<file path="src/rtl/img_rx_pkg.sv">
// Shared constants and state encodings for the photo-frame image receive path.
package img_rx_pkg;

    localparam int unsigned BYTE_W = 8;
    localparam int unsigned PIX_W  = 12;
    localparam int unsigned CNT_W  = 15;

    localparam logic [BYTE_W-1:0] MARKER_DEF = 8'h5A;
    localparam logic [CNT_W-1:0]  CNT_MAX    = '1;

    typedef enum logic [3:0] {
        RX_IDLE  = 4'd0,
        RX_START = 4'd1,
        RX_DATA  = 4'd2,
        RX_STOP  = 4'd3
    } rx_state_t;

    typedef enum logic [7:0] {
        FR_IDLE      = 8'd1,
        FR_RECEIVING = 8'd2,
        FR_DONE      = 8'd3
    } fr_state_t;

endpackage

</file>
<file path="src/rtl/uart_rx.sv">
// 8N1 UART receiver: 2-FF synchroniser, mid-bit sampling, framing-error drop.
module uart_rx
    import img_rx_pkg::*;
#(
    parameter int unsigned CLK_FREQ  = 50_000_000,
    parameter int unsigned BAUD_RATE = 9600
) (
    input  logic              clk,
    input  logic              rst_n,
    input  logic              rx,
    output logic [BYTE_W-1:0] data,
    output logic              flag,
    output logic [3:0]        state
);

    localparam int unsigned BIT_CYC = CLK_FREQ / BAUD_RATE;
    localparam int unsigned HALF    = BIT_CYC / 2;
    localparam int unsigned TMR_W   = $clog2(BIT_CYC + 1);

    rx_state_t         st, st_nxt;
    logic              rx_s1, rx_s2, rx_q;
    logic [TMR_W-1:0]  tmr;
    logic [2:0]        bit_idx;
    logic [BYTE_W-1:0] shreg;
    logic              bit_end, half_end, fall;

    assign bit_end  = (tmr == TMR_W'(BIT_CYC - 1));
    assign half_end = (tmr == TMR_W'(HALF - 1));
    assign fall     = rx_q & ~rx_s2;
    assign state    = st;

    always_ff @(posedge clk or negedge rst_n) begin
        if (!rst_n) st <= RX_IDLE;
        else        st <= st_nxt;
    end

    always_comb begin
        st_nxt = st;
        case (st)
            RX_IDLE:  if (fall) st_nxt = RX_START;
            RX_START: if (half_end) st_nxt = rx_s2 ? RX_IDLE : RX_DATA;
            RX_DATA:  if (bit_end && bit_idx == 3'd7) st_nxt = RX_STOP;
            RX_STOP:  if (bit_end) st_nxt = RX_IDLE;
            default:  st_nxt = RX_IDLE;
        endcase
    end

    // Synchroniser, bit timer, shift register and registered byte output.
    always_ff @(posedge clk or negedge rst_n) begin
        if (!rst_n) begin
            rx_s1   <= 1'b1;
            rx_s2   <= 1'b1;
            rx_q    <= 1'b1;
            tmr     <= '0;
            bit_idx <= '0;
            shreg   <= '0;
            data    <= '0;
            flag    <= 1'b0;
        end else begin
            rx_s1 <= rx;
            rx_s2 <= rx_s1;
            rx_q  <= rx_s2;
            flag  <= 1'b0;
            if (st != st_nxt || (st == RX_DATA && bit_end)) tmr <= '0;
            else if (st != RX_IDLE)                         tmr <= tmr + TMR_W'(1);
            if (st == RX_START) bit_idx <= '0;
            if (st == RX_DATA && bit_end) begin
                shreg   <= {rx_s2, shreg[BYTE_W-1:1]};
                bit_idx <= bit_idx + 3'd1;
            end
            if (st == RX_STOP && bit_end && rx_s2) begin
                data <= shreg;
                flag <= 1'b1;
            end
        end
    end

endmodule

</file>
<file path="src/rtl/img_rx_top.sv">
// Image receive path: UART bytes framed by MARKER, payload packed into RGB444 pixels.
module img_rx_top
    import img_rx_pkg::*;
#(
    parameter int unsigned       CLK_FREQ  = 50_000_000,
    parameter int unsigned       BAUD_RATE = 9600,
    parameter logic [BYTE_W-1:0] MARKER    = MARKER_DEF
) (
    input  logic              i_clk_sys,
    input  logic              i_rst_n,
    input  logic              i_test_rcv,
    output logic              o_test_rcv_flag,
    output logic [BYTE_W-1:0] o_test_rcv_data,
    output logic              o_test_scd_flag,
    output logic [BYTE_W-1:0] o_test_scd_data,
    output logic [PIX_W-1:0]  o_test_pix_data,
    output logic              o_test_pix_valid,
    output logic              o_test_receiving,
    output logic [7:0]        o_test_state,
    output logic [3:0]        o_test_rcv_state,
    output logic [CNT_W-1:0]  o_test_pix_cnt
);

    logic              rcv_flag;
    logic [BYTE_W-1:0] rcv_data;
    fr_state_t         st, st_nxt;
    logic              fwd, clr, phase;
    logic [3:0]        hi_nib;

    uart_rx #(
        .CLK_FREQ (CLK_FREQ),
        .BAUD_RATE(BAUD_RATE)
    ) u_uart_rx (
        .clk  (i_clk_sys),
        .rst_n(i_rst_n),
        .rx   (i_test_rcv),
        .data (rcv_data),
        .flag (rcv_flag),
        .state(o_test_rcv_state)
    );

    assign o_test_rcv_flag = rcv_flag;
    assign o_test_rcv_data = rcv_data;
    assign o_test_state    = st;

    always_ff @(posedge i_clk_sys or negedge i_rst_n) begin
        if (!i_rst_n) begin
            st               <= FR_IDLE;
            o_test_receiving <= 1'b0;
        end else begin
            st               <= st_nxt;
            o_test_receiving <= (st_nxt == FR_RECEIVING);
        end
    end

    // A MARKER seen at phase 0 closes the frame; at phase 1 it is pixel data.
    always_comb begin
        st_nxt = st;
        fwd    = 1'b0;
        clr    = 1'b0;
        if (rcv_flag) begin
            case (st)
                FR_IDLE, FR_DONE: begin
                    if (rcv_data == MARKER) begin
                        st_nxt = FR_RECEIVING;
                        clr    = 1'b1;
                    end
                end
                FR_RECEIVING: begin
                    if (!phase && rcv_data == MARKER) st_nxt = FR_DONE;
                    else                              fwd    = 1'b1;
                end
                default: st_nxt = FR_IDLE;
            endcase
        end
    end

    // Payload forwarding and pixel packing; the high byte's upper nibble is unused.
    always_ff @(posedge i_clk_sys or negedge i_rst_n) begin
        if (!i_rst_n) begin
            o_test_scd_flag  <= 1'b0;
            o_test_scd_data  <= '0;
            o_test_pix_data  <= '0;
            o_test_pix_valid <= 1'b0;
            o_test_pix_cnt   <= '0;
            phase            <= 1'b0;
            hi_nib           <= '0;
        end else begin
            o_test_scd_flag  <= fwd;
            o_test_pix_valid <= 1'b0;
            if (fwd) o_test_scd_data <= rcv_data;
            if (clr) begin
                phase          <= 1'b0;
                o_test_pix_cnt <= '0;
            end else if (o_test_scd_flag) begin
                if (!phase) begin
                    hi_nib <= o_test_scd_data[3:0];
                    phase  <= 1'b1;
                end else begin
                    o_test_pix_data  <= {hi_nib, o_test_scd_data};
                    o_test_pix_valid <= 1'b1;
                    phase            <= 1'b0;
                    if (o_test_pix_cnt != CNT_MAX) o_test_pix_cnt <= o_test_pix_cnt + CNT_W'(1);
                end
            end
        end
    end

endmodule

</file>
<file path="config.mk">
export PLATFORM = sky130hd
export DESIGN_NAME = img_rx_top
export DESIGN_NICKNAME = d
export VERILOG_FILES = /design/src/rtl/img_rx_pkg.sv /design/src/rtl/uart_rx.sv /design/src/rtl/img_rx_top.sv
export SDC_FILE = /design/constraint.sdc
export NUM_CORES = 1
export LEC_CHECK = 0
export ABC_CLOCK_PERIOD_IN_PS = 5200
export BUFFER_PORTS_ARGS = -buffer_cell sky130_fd_sc_hd__buf_2
export CAP_MARGIN = 15
export CORE_ASPECT_RATIO = 1.2
export CORE_MARGIN = 4
export CORE_UTILIZATION = 45
export CTS_CLUSTER_DIAMETER = 150
export DETAILED_ROUTE_END_ITERATION = 12
export PLACE_DENSITY = 0.73
export REMOVE_ABC_BUFFERS = 1
export SLEW_MARGIN = 20
export SYNTH_ARGS = -nofsm -noshare
export SYNTH_HDL_FRONTEND = slang
export SYNTH_SLANG_ARGS = --single-unit
</file>
<file path="constraint.sdc">
create_clock -name i_clk_sys -period 5.2 [get_ports i_clk_sys]
set_input_delay 0.26 -clock i_clk_sys [delete_from_list [all_inputs] [get_ports i_clk_sys]]
set_output_delay 0.26 -clock i_clk_sys [all_outputs]
set_load 0.01 [all_outputs]
</file>
* Yosys cells after proc, flatten, opt, wreduce, memory -nomap -nowiden
Index checks and enable logic that the tools add are counted.
Widths: inputs -> output; s select.
** Storage, ports and cells
- Bits in registers :: 91
- Output and inout bits :: 59
- Logic and storage cells :: 87
** Cells by class
- Add/sub/neg operators :: 3
- Eq/ne operators :: 13
- Mux-type cells :: 31
- Bitwise gates (word level) :: 4
- Reduce and logical (&&, ||, !) cells :: 18
** Operators with widths (count)
- $mux 15 :: 4
- $mux 13 :: 2
- $eq 8x2->1 const B :: 3
- $mux 8 :: 3
- $mux 4 :: 4
- $pmux 4 s4 :: 1
- $pmux 8 s2 :: 1
- $add 15x1->15 const B :: 1
- $ne 15x15->1 const B :: 1
- $add 13x1->13 const B :: 1
- $eq 13x12->1 const B :: 1
- $eq 13x13->1 const B :: 1
- $mux 1 :: 13
- $reduce_bool 2->1 :: 5
- $reduce_and 3->1 :: 3
- $eq 4x2->1 const B :: 2
- $eq 8x1->1 const B :: 1
- $eq 8x7->1 const B :: 1
- $mux 3 :: 2
- $logic_and 1x1->1 :: 5
- $eq 4x1->1 const B :: 1
- $logic_not 4->1 :: 1
- $ne 4x4->1 :: 1
- $reduce_bool 4->1 :: 1
- other kinds (8) :: 10

* Logic depth before layout (Yosys ltp)
Gate-level depths: netlist of the first run.
- Word-level depth :: 7
- Gate-level depth with buffers :: 7
- Gate-level depth less buffers :: 5

* Modules after synthesis
A second synthesis of the first run with hierarchy kept.
** Second synthesis, totals
- Cells, all modules :: 332
- Area, all modules :: 4186.5 sq um
** By module, submodules not included
- img_rx_top :: times used 1, cells an instance 176, area each 2272.2 sq um, sequential area each 1277.5 sq um
- uart_rx :: times used 1, cells an instance 156, area each 1914.3 sq um, sequential area each 1004.7 sq um

* Least setup slack after synthesis of the first run
OpenSTA, ideal clock, no wires.
- Path kind :: register to register
- From :: register u_uart_rx.flag
- To :: register o_test_pix_data[4]
- Data arrival time :: 1.771 ns
- Required time :: 5.075 ns
- Slack :: 3.304 ns
- Cell stages (with the launch flop) :: 8
- Path buffers :: 3
- Cell sequence :: dfrtp_1 -> clkbuf_2 -> and4bb_1 -> and4_1 -> buf_2 -> nor2_2 -> buf_4 -> mux2_2
** Between the ends
- Longest elaborated chain between the ends :: 3
** RTL lines
- start, declared :: RTL line uart_rx.sv:12 : output logic flag,
- start signal, assigned :: RTL line uart_rx.sv:58 : flag <= 1'b0;
- start signal, assigned :: RTL line uart_rx.sv:63 : flag <= 1'b0;
- start signal, assigned :: RTL line uart_rx.sv:73 : flag <= 1'b1;
- $mux 1 :: RTL line img_rx_top.sv:61 : if (rcv_flag) begin
- $not 1->1 (no source line)
- $reduce_and 3->1 (no source line)
- end signal, assigned :: RTL line img_rx_top.sv:100 : o_test_pix_data <= {hi_nib, o_test_scd_data};
- end, declared :: RTL line img_rx_top.sv:16 : output logic [PIX_W-1:0] o_test_pix_data,
Every way passes these cells.
A chain may end at the register's enable or synchronous reset.

* Worst setup path in the final report of the first run
- From :: register u_uart_rx.tmr[0]
- To :: register u_uart_rx.tmr[7]
** Between the ends
- Longest elaborated chain between the ends :: 7
** RTL lines
- start, declared :: RTL line uart_rx.sv:22 : logic [TMR_W-1:0] tmr;
- start signal, assigned :: RTL line uart_rx.sv:65 : else if (st != RX_IDLE) tmr <= tmr + TMR_W'(1);
- $eq 13x13->1 :: RTL line uart_rx.sv:27 : assign bit_end = (tmr == TMR_W'(BIT_CYC - 1));
- $logic_and 1x1->1 :: RTL line uart_rx.sv:42 : RX_DATA: if (bit_end && bit_idx == 3'd7) st_nxt = RX_STOP;
- $mux 4 :: RTL line uart_rx.sv:42
- $pmux 4 s4 :: RTL line uart_rx.sv:39 : case (st)
- $ne 4x4->1 :: RTL line uart_rx.sv:64 : if (st != st_nxt || (st == RX_DATA && bit_end)) tmr <= '0;
- $logic_or 1x1->1 :: RTL line uart_rx.sv:64
- $mux 13 or $reduce_bool 2->1 (tied branches)
Several ways; a longest one is shown, not always the timed one. The select of a mux whose other input is x is not followed.

==> results of run 1 <==
Yosys cell counts (all sizes together) (7+ instances only):
master	n
dfrtp	87
buf	7
xnor2	11
or3	7
nor4	10
nand2	18
nor3	26
mux2	42
o21ai	8
nand4	11
nor2	16
a21oi	11
nand3	10
what timing repair did:
| item | 4_1_cts | 5_1_grt |
|---|---|---|
| endpoints found under the hold margin | 21 | 0 |
| setup buffers | 0 | 0 |
| hold buffers | 2 | 0 |
| resized for setup | 0 | 0 |
through the flow:
stage | worst slack (ns) | area, µm² | hold slack (ns) | instances
3_5_place_dp | 3.037 | 4608 | 0.1654 | 516
4_1_cts | 3.028 | 4857 | 0.3025 | 534
6_report | 3.053 | 4857 | 0.3115 | 534
2_1_floorplan | 3.310 | 4143 | -0.03559 | 334
5_1_grt | 2.847 | 4857 | 0.3302 | 534
3_3_place_gp | 3.110 | 4608 | 0.1684 | 516
report_power, final:
part           total [mW]  switching, mW  internal [mW]
sequential          0.714        0.00348          0.711
clock               0.544          0.264          0.279
combinational      0.0261         0.0204        0.00570
total                1.28          0.288          0.996
state kept, by name, summed over array words and instances, names as in the netlist, 3 cells and up:
register / cells
u_uart_rx.tmr: 13
u_uart_rx.data: 8
o_test_state: 8
o_test_pix_data: 12
hi_nib: 4
u_uart_rx.state: 4
u_uart_rx.bit_idx: 3
u_uart_rx.shreg: 8
o_test_pix_cnt: 15
o_test_scd_data: 8
path summary, 6_finish.rpt:
path,endpoint,slack [ns],cells past startpoint
min in group i_clk_sys,u_uart_rx.rx_s2,0.36,0
setup reg to reg,u_uart_rx.tmr[7],3.05,5
max in group asynchronous,u_uart_rx.tmr[7],3.73,3
hold / removal,o_test_pix_cnt[13],0.31,2
hold reg to reg,u_uart_rx.rx_s2,0.36,0
setup / recovery,u_uart_rx.tmr[7],3.05,5
final cells by class:
class / instances / area, µm² / area share
flip-flops and latches: 91 / 2282 / 0.4699
inverters: 4 / 15.01 / 0.003091
repair buffers: 64 / 335.3 / 0.06904
multi-input cells: 239 / 1846 / 0.3800
clock inverters: 7 / 105.1 / 0.02164
well taps: 120 / 150.1 / 0.03091
clock buffers: 9 / 123.9 / 0.02550
per-layer routing:
metal	wire [µm]	GRT usage
met4	87	0.05028
met2	4283	0.2731
met3	403	0.03760
met1	3772	0.2252
met5	0	0
kinds of logic after synthesis:
logic type	share of synthesized area
simple gates	0.2026
flops	0.5427
mux	0.1348
compound gates	0.06070
buf+inv	0.01934
xor+xnor	0.02708
fa+ha+maj	0.01190
other cells	0.0008917
==> flow_metrics.tcl, run 1 <==
set metrics [dict create \
    status "finished, final reports clean" \
    tightest_slew_ns 1.067 \
    antenna_left 0 \
    gp_congestion 0.9083 \
    tritoncts "built" \
    firstDrtPassIters 4 \
    grt_pass1_vias 2857 \
    via_count 2970 \
    synthDistinctLibCells 55 \
    initial_core_util 0.4631 \
    arrival_ns 2.34 \
    fill_cells 759 \
    utilization 0.5349 \
    pwr_density_cell_mw_per_mm2 264.4 \
    p_leak_nw 2.378 \
    fp.dieH_um 113.9 \
    rr_startpoint "u_uart_rx.tmr[0]" \
    grt_first_pass_wirelength_um 14390 \
    drc_errors 0 \
    fin_skew_ns 0.01607 \
    yosysTopAreaCellShare 0.5177 \
    min_period_over_period 0.4129 \
    cts.sink_count 91 \
    cap_violations 0 \
    finalPower_mw 1.284 \
    grt_usage 0.1686 \
    synth.yosys.warnings 0 \
    path_cells "ha_1, nor4bb_1, nand4b_1, nor2_1, nor3_1" \
    cts.clk_slew.worst_paths_ns 0.10 \
    final_common_cell "dfrtp_1" \
    io_buffer_count 61 \
    ys.flop_type "dfrtp_1" \
    wl_um 8547 \
    slew_violations 0 \
    dp_hpwl_um 6047 \
    async_reset_ff_frac 1.000 \
    synthCells 344 \
    n_antenna_cell 0 \
    cts-htree-levels 3 \
    setup_viol 0 \
    grt.overflow.total 0 \
    die_w_um 96.25 \
    syn_area_mm2 0.004205 \
    rows 38 \
    synth_seq_cells 91 \
    cts_root_buf "clkbuf_8" \
    synth_edf_count 0 \
    crit_path_max_fanout 13 \
    rsz0062_at_grt "no" \
    setup.worst_path.end_class "flop" \
    peakVddDrop_mv 0.1503 \
    path_buf_inv 0 \
    yosys-top-cells-area "dfrtp_1 52%, mux2_4 6.1%, mux2_2 4.3%" \
    wl_per_cell_um 16.01 \
    slew_headroom 0.2796 \
    cp_top_family "simple AND/OR/NAND/NOR gates" \
    nNetsFinal 416 \
    startpoint "u_uart_rx.tmr[0]" \
    drive_gt1_frac 0.3019 \
    ys_seq_area_frac 0.5427 \
    dieArea_mm2 0.01096 \
    hold_viol_final 0 \
    core_mm2 0.009081 \
    max_stage_delay_ns 0.69 \
    final.setup.tns_ns 0 \
    cts_buffer_depth 2 \
    synth_top_cell_by_area "dfrtp_1" \
    grt_max_degree 71 \
    period_needed_ns 2.147 \
    boundaryPins 62 \
    cp-start-kind "flop" \
    via_per_inst 5.562 \
    fmax_mhz 465.7 \
    drtIter0Drc 135 \
    antenna_found_initial 0 \
    crit_slowest_cell "nor2_1" \
    area_growth_pct 15.50 \
    syn_area_per_cell_um2 12.22 \
    hold_class "in2async" \
    clock_latency_ns 0.36 \
    path_class "reg2reg" \
    layout_common_cells "87 x dfrtp_1, 60 x buf_2, 24 x nor3_1" \
    cts_inserted_buffers 9 \
    worstPathRequired_ns 5.39 \
]
Power figures use the tool's default switching activity.
==> run 2: changes to the inputs <==
Settings changed: ABC_CLOCK_PERIOD_IN_PS 5200 to 1900, PLACE_DENSITY 0.73 to 0.76.
Clock period 5.2 ns to 1.9 ns, I/O delays scaled along.
==> run 2 against run 1 <==
Clock skew shrank 0.0093 ns. Via count grew 5.3%. Die area is the same. Clock power grew 140%. Highest routed layer unchanged. Maximum frequency grew 15%.
==> flow_metrics.tcl, run 2 (synthesized netlist as in run 1, its figures left out) <==
set metrics [dict create \
    cts.sink_count 91 \
    n_antenna_cell 0 \
    die_w_um 96.25 \
    rr_worst_depth 5 \
    largest_reg_flops 15 \
    boundaryPins 62 \
    core_mm2 0.009081 \
    gr-usage-met2 0.2916 \
    fin_ws_ns 0.03279 \
    tritoncts "built" \
    worstPathRequired_ns 2.16 \
    reg2reg_to "o_test_scd_data[3]" \
    dp_hpwl_um 6410 \
    hold_viol_final 0 \
    fin_skew_ns 0.006812 \
    max_stage_delay_ns 0.57 \
    p_comb_frac 0.026 \
    met3_usage 0.03892 \
    cts-htree-levels 3 \
    fill_cells 754 \
    slew_violations 0 \
    seqCellArea_mm2 0.002286 \
    placed_cells_incl_taps 548 \
    grt_use_met1 0.2183 \
    multi_input_area_mm2 0.001888 \
    cts_inserted_buffers 9 \
    io_buffer_count 61 \
    gp_congestion 0.8973 \
    fp.dieH_um 113.9 \
    cp-start-kind "flop" \
    place_ws_ns -0.07394 \
    finalPower_mw 3.321 \
    wl_per_cell_um 15.55 \
    arrival_ns 2.12 \
    fmax_mhz 535.6 \
    drtIter0Drc 116 \
    cts_buffer_depth 2 \
    path_cells "or4bb_4, nor3_4, nor3_4, buf_12, mux2_1" \
    antenna_left 0 \
    cap_violations 0 \
    clock_latency_ns 0.36 \
    grt_first_pass_wirelength_um 14830 \
    grt.overflow.total 0 \
    layout.cells.non_filler 572 \
    crit_slowest_cell "or4bb_4" \
    grt_usage 0.1734 \
    grt_max_degree 47 \
    p_int_mw 2.561 \
    min_period_over_period 0.9827 \
    via_count 3127 \
    hold_class "in2async" \
    status "finished, final reports clean" \
    path_class "reg2reg" \
    wl_um 8897 \
    firstDrtPassIters 4 \
    peakVddDrop_mv 0.3459 \
    crit_path_max_fanout 8 \
    drive_gt1_frac 0.3872 \
    power.net_switching_uw 759.6 \
    initial_core_util 0.4631 \
    drc_errors 0 \
    via_per_inst 5.467 \
    rsz0062_at_grt "yes" \
    cts.clk_slew.worst_paths_ns 0.09 \
    setup_viol 0 \
    top_register "o_test_pix_cnt" \
    area_growth_pct 23.36 \
    cp_common_cell "nor3_4" \
    dieArea_mm2 0.01096 \
    nNetsFinal 454 \
    pwr_density_cell_mw_per_mm2 640.1 \
    rows 38 \
    setup.worst_path.end_class "flop" \
    p_leak_nw 2.562 \
    startpoint "u_uart_rx.data[2]" \
    grt_pass1_vias 3018 \
    layout_common_cells "84 x dfrtp_1, 60 x buf_2, 36 x buf_4" \
    cts_root_buf "clkbuf_8" \
    gr-max-usage-layer "met2" \
    rr_startpoint "u_uart_rx.data[2]" \
    r2r_slack_ns 0.03 \
    final_common_cell "dfrtp_1" \
    netSwitchingFraction 0.2288 \
    antenna_found_initial 0 \
    period_needed_ns 1.867 \
    seqPwrFrac 0.589 \
    reg_top3 "o_test_pix_cnt: 15 flops, u_uart_rx.tmr: 13 flops, o_test_pix_data: 12 flops" \
    final.setup.tns_ns 0 \
    clkPwrFrac 0.385 \
]
==> run 2: cell types whose count changed in the layout (fill, tap and decap cells not counted), sizes merged <==
cell and change:
or3 +1, inv -3, clkinv +1, bufinv -2
clkbuf +3, clkinvlp +1, buf +37
==> run 2: critical path, delay by kind of cell (launching register included) <==
| kind | cells | cell delay, ns |
|---|---|---|
| DFF | 1 | 0.44 |
| muxes | 1 | 0.30 |
| and+or+nand+nor | 3 | 0.88 |
| buffers and inverters | 1 | 0.14 |
==> run 2: per-stage QoR <==
| stage | util | area (µm²) | hold slack, ns |
|---|---|---|---|
| 3_5_place_dp | 0.5366 | 4873 | -0.002280 |
| 3_3_place_gp | 0.5366 | 4873 | -0.01006 |
| 2_1_floorplan | - | 4143 | -0.2006 |
| 5_1_grt | 0.5712 | 5187 | 0.1653 |
| 4_1_cts | 0.5612 | 5096 | 0.1357 |
| 6_report | 0.5712 | 5187 | 0.1418 |
==> run 2: final cells by class <==
type,count,share of cell area
multi-input combinational,240,0.3640
clock buffer,12,0.03184
timing repair buffer,101,0.1254
inverter,4,0.002894
clock inverter,4,0.006271
tap,120,0.02894
sequential,91,0.4407
==> run 2: power groups by stage <==
stage	Combinational [mW]	Sequential [mW]	Clock (mW)
after floorplan	0.0186	1.99	0
final	0.0850	1.96	1.28
after global placement	0.0831	1.99	0
after detailed placement	0.0848	1.99	0
after global routing	0.0992	1.96	1.41
after CTS	0.0885	1.95	1.32
==> run 2: how the worst max path moves through the flow <==
stage / to
6_report: o_test_scd_data[3]
5_1_grt: o_test_scd_data[2]
4_1_cts: o_test_scd_data[4]
3_5_place_dp: u_uart_rx.data[5]
3_3_place_gp: u_uart_rx.data[5]
2_1_floorplan: u_uart_rx.data[0]
==> run 2: what timing repair did <==
item | in CTS | in global routing
endpoints found under the hold margin | 64 | 0
gates cloned | 0 | 1
pin swaps | 1 | 5
hold buffers | 2 | 0
setup buffers | 0 | 6
endpoints found under the setup margin | 16 | 25
resized for setup | 1 | 12
==> run 2: per-layer routing <==
layer  up-vias  wire length (µm)
met5         -                 0
met4         0               126
met3        14               439
met1      1542              3703
li1       1497                 -
met2        74              4627
==> run 3: changes to the inputs <==
Settings changed: CTS_CLUSTER_DIAMETER 150 to 30, GPL_TIMING_DRIVEN set to 0.
==> run 3 against run 2 <==
Total power rose by 4.3%. Clock power rose by 11%. Worst setup slack worse by 0.020 ns. Via count is 1.6% lower. Non-clock buffer count down 19.
==> flow_metrics.tcl, run 3 (synthesized netlist as in run 1, its figures left out) <==
set metrics [dict create \
    status "finished, final reports clean" \
    min_period_over_period 0.9931 \
    fin_skew_ns 0.01075 \
    io_buffer_count 61 \
    top_register "o_test_pix_cnt" \
    path_buf_inv 0 \
    cap_violations 0 \
    setup_viol 0 \
    drtIter0Drc 102 \
    arrival_ns 2.14 \
    clock_latency_ns 0.36 \
    placed_cells_incl_taps 516 \
    antenna_left 0 \
    drive_gt1_frac 0.3741 \
    cp-start-kind "flop" \
    place_ws_ns -0.2409 \
    n_antenna_cell 0 \
    firstDrtPassIters 4 \
    antenna_found_initial 0 \
    gr-usage-met2 0.2731 \
    cts.clk_slew.worst_paths_ns 0.09 \
    pwr_density_cell_mw_per_mm2 675.2 \
    cts_buffer_depth 2 \
    hold_class "in2async" \
    dp_hpwl_um 5976 \
    initial_core_util 0.4631 \
    cts_root_buf "clkbuf_8" \
    tritoncts "built" \
    slew_headroom 0.5916 \
    boundaryPins 62 \
    via_per_inst 5.562 \
    fin_ws_ns 0.01320 \
    grt_use_met1 0.2037 \
    cts.sink_count 91 \
    peakVddDrop_mv 0.3029 \
    tightest_slew_ns 0.6080 \
    max_stage_delay_ns 0.50 \
    grt.overflow.total 0 \
    wl_per_cell_um 15.91 \
    p_leak_nw 2.474 \
    fmax_mhz 530.0 \
    cts-htree-levels 3 \
    die_w_um 96.25 \
    fp.dieH_um 113.9 \
    gp_congestion 0.8648 \
    path_cells "ha_2, and2_4, nand4_4, or3_4, mux2_4" \
    drc_errors 0 \
    crit_path_max_fanout 8 \
    setup.worst_path.end_class "flop" \
    core_mm2 0.009081 \
    via_count 3076 \
    period_needed_ns 1.887 \
    met3_usage 0.04551 \
    reg_top3 "o_test_pix_cnt: 15 flops, u_uart_rx.tmr: 13 flops, o_test_pix_data: 12 flops" \
    path_class "reg2reg" \
    nNetsFinal 435 \
    area_growth_pct 21.96 \
    largest_reg_flops 15 \
    crit_slowest_cell "or3_4" \
    gr-max-usage-layer "met2" \
    hold_viol_final 0 \
    rsz0062_at_grt "yes" \
    worstPathRequired_ns 2.15 \
    final_common_cell "dfrtp_1" \
    rows 38 \
    grt_first_pass_wirelength_um 14210 \
    slew_violations 0 \
    grt_usage 0.1663 \
    grt_pass1_vias 2971 \
    dieArea_mm2 0.01096 \
    cts_inserted_buffers 9 \
    cp_top_family "simple AND/OR/NAND/NOR gates" \
    grt_max_degree 52 \
    layout_common_cells "82 x dfrtp_1, 60 x buf_2, 24 x nor3_1" \
    layout.cells.non_filler 553 \
    hold_slack_ns 0.2491 \
    wl_um 8796 \
]
run 3: cell types whose count changed in the layout (fill, tap and decap cells not counted), sizes merged:
cell	delta
clkbuf	-2
buf	-19
bufinv	+2
run 3: final timing paths:
check,cells past startpoint,slack (ns),endpoint,from
min in group i_clk_sys,0,0.36,u_uart_rx.rx_s2,u_uart_rx.rx_s1
max in group asynchronous,3,0.96,u_uart_rx.rx_s1,i_rst_n
max reg2reg,5,0.01,u_uart_rx.data[5],u_uart_rx.tmr[0]
min,2,0.25,o_test_pix_cnt[13],i_rst_n
max,5,0.01,u_uart_rx.data[5],u_uart_rx.tmr[0]
min reg2reg,0,0.36,u_uart_rx.rx_s2,u_uart_rx.rx_s1
run 3: power by group:
group          internal [mW]  total (mW)  leakage (nW)  switching [mW]
clock                  0.743        1.42         0.103           0.679
sequential              1.95        1.96          1.24          0.0129
combinational         0.0246      0.0821          1.13          0.0574
total                   2.71        3.46          2.47           0.750
run 3: worst register-to-register path: stages (launching register included):
cell	delay (ns)
dfrtp_1	0.41
ha_2	0.24
and2_4	0.16
nand4_4	0.14
or3_4	0.50
mux2_4	0.33
run 3: timing repair:
action	4_1_cts	5_1_grt
hold buffers	2	0
hold endpoints to repair	39	0
buffers inserted	4	15
gates cloned	0	1
gates resized for setup	6	18
endpoints found under the setup margin	45	54
pin swaps	7	6
run 3: metal layers:
layer	routed length (µm)	up-vias
li1	-	1447
met1	3648	1535
met2	4502	75
met3	427	19
met4	218	0
met5	0	-
run 3: cell type report:
type / count / area, µm²
clock buffer: 10 / 127.6
multi-input combinational: 240 / 1931
clock inverter: 6 / 88.84
timing repair buffer: 82 / 528.0
inverter: 4 / 15.01
sequential: 91 / 2288
fill: 762 / 3953
tap: 120 / 150.1
run 3: per-stage QoR:
step	TNS, ns	power [mW]	util	area (µm²)
after detailed placement	-7.827	2.070	0.5096	4628
after floorplan	0	2.012	-	4143
final	0	3.463	0.5648	5129
after global placement	-10.44	2.060	0.5063	4598
after global routing	-0.3020	3.628	0.5648	5129
after CTS	0	3.513	0.5416	4918
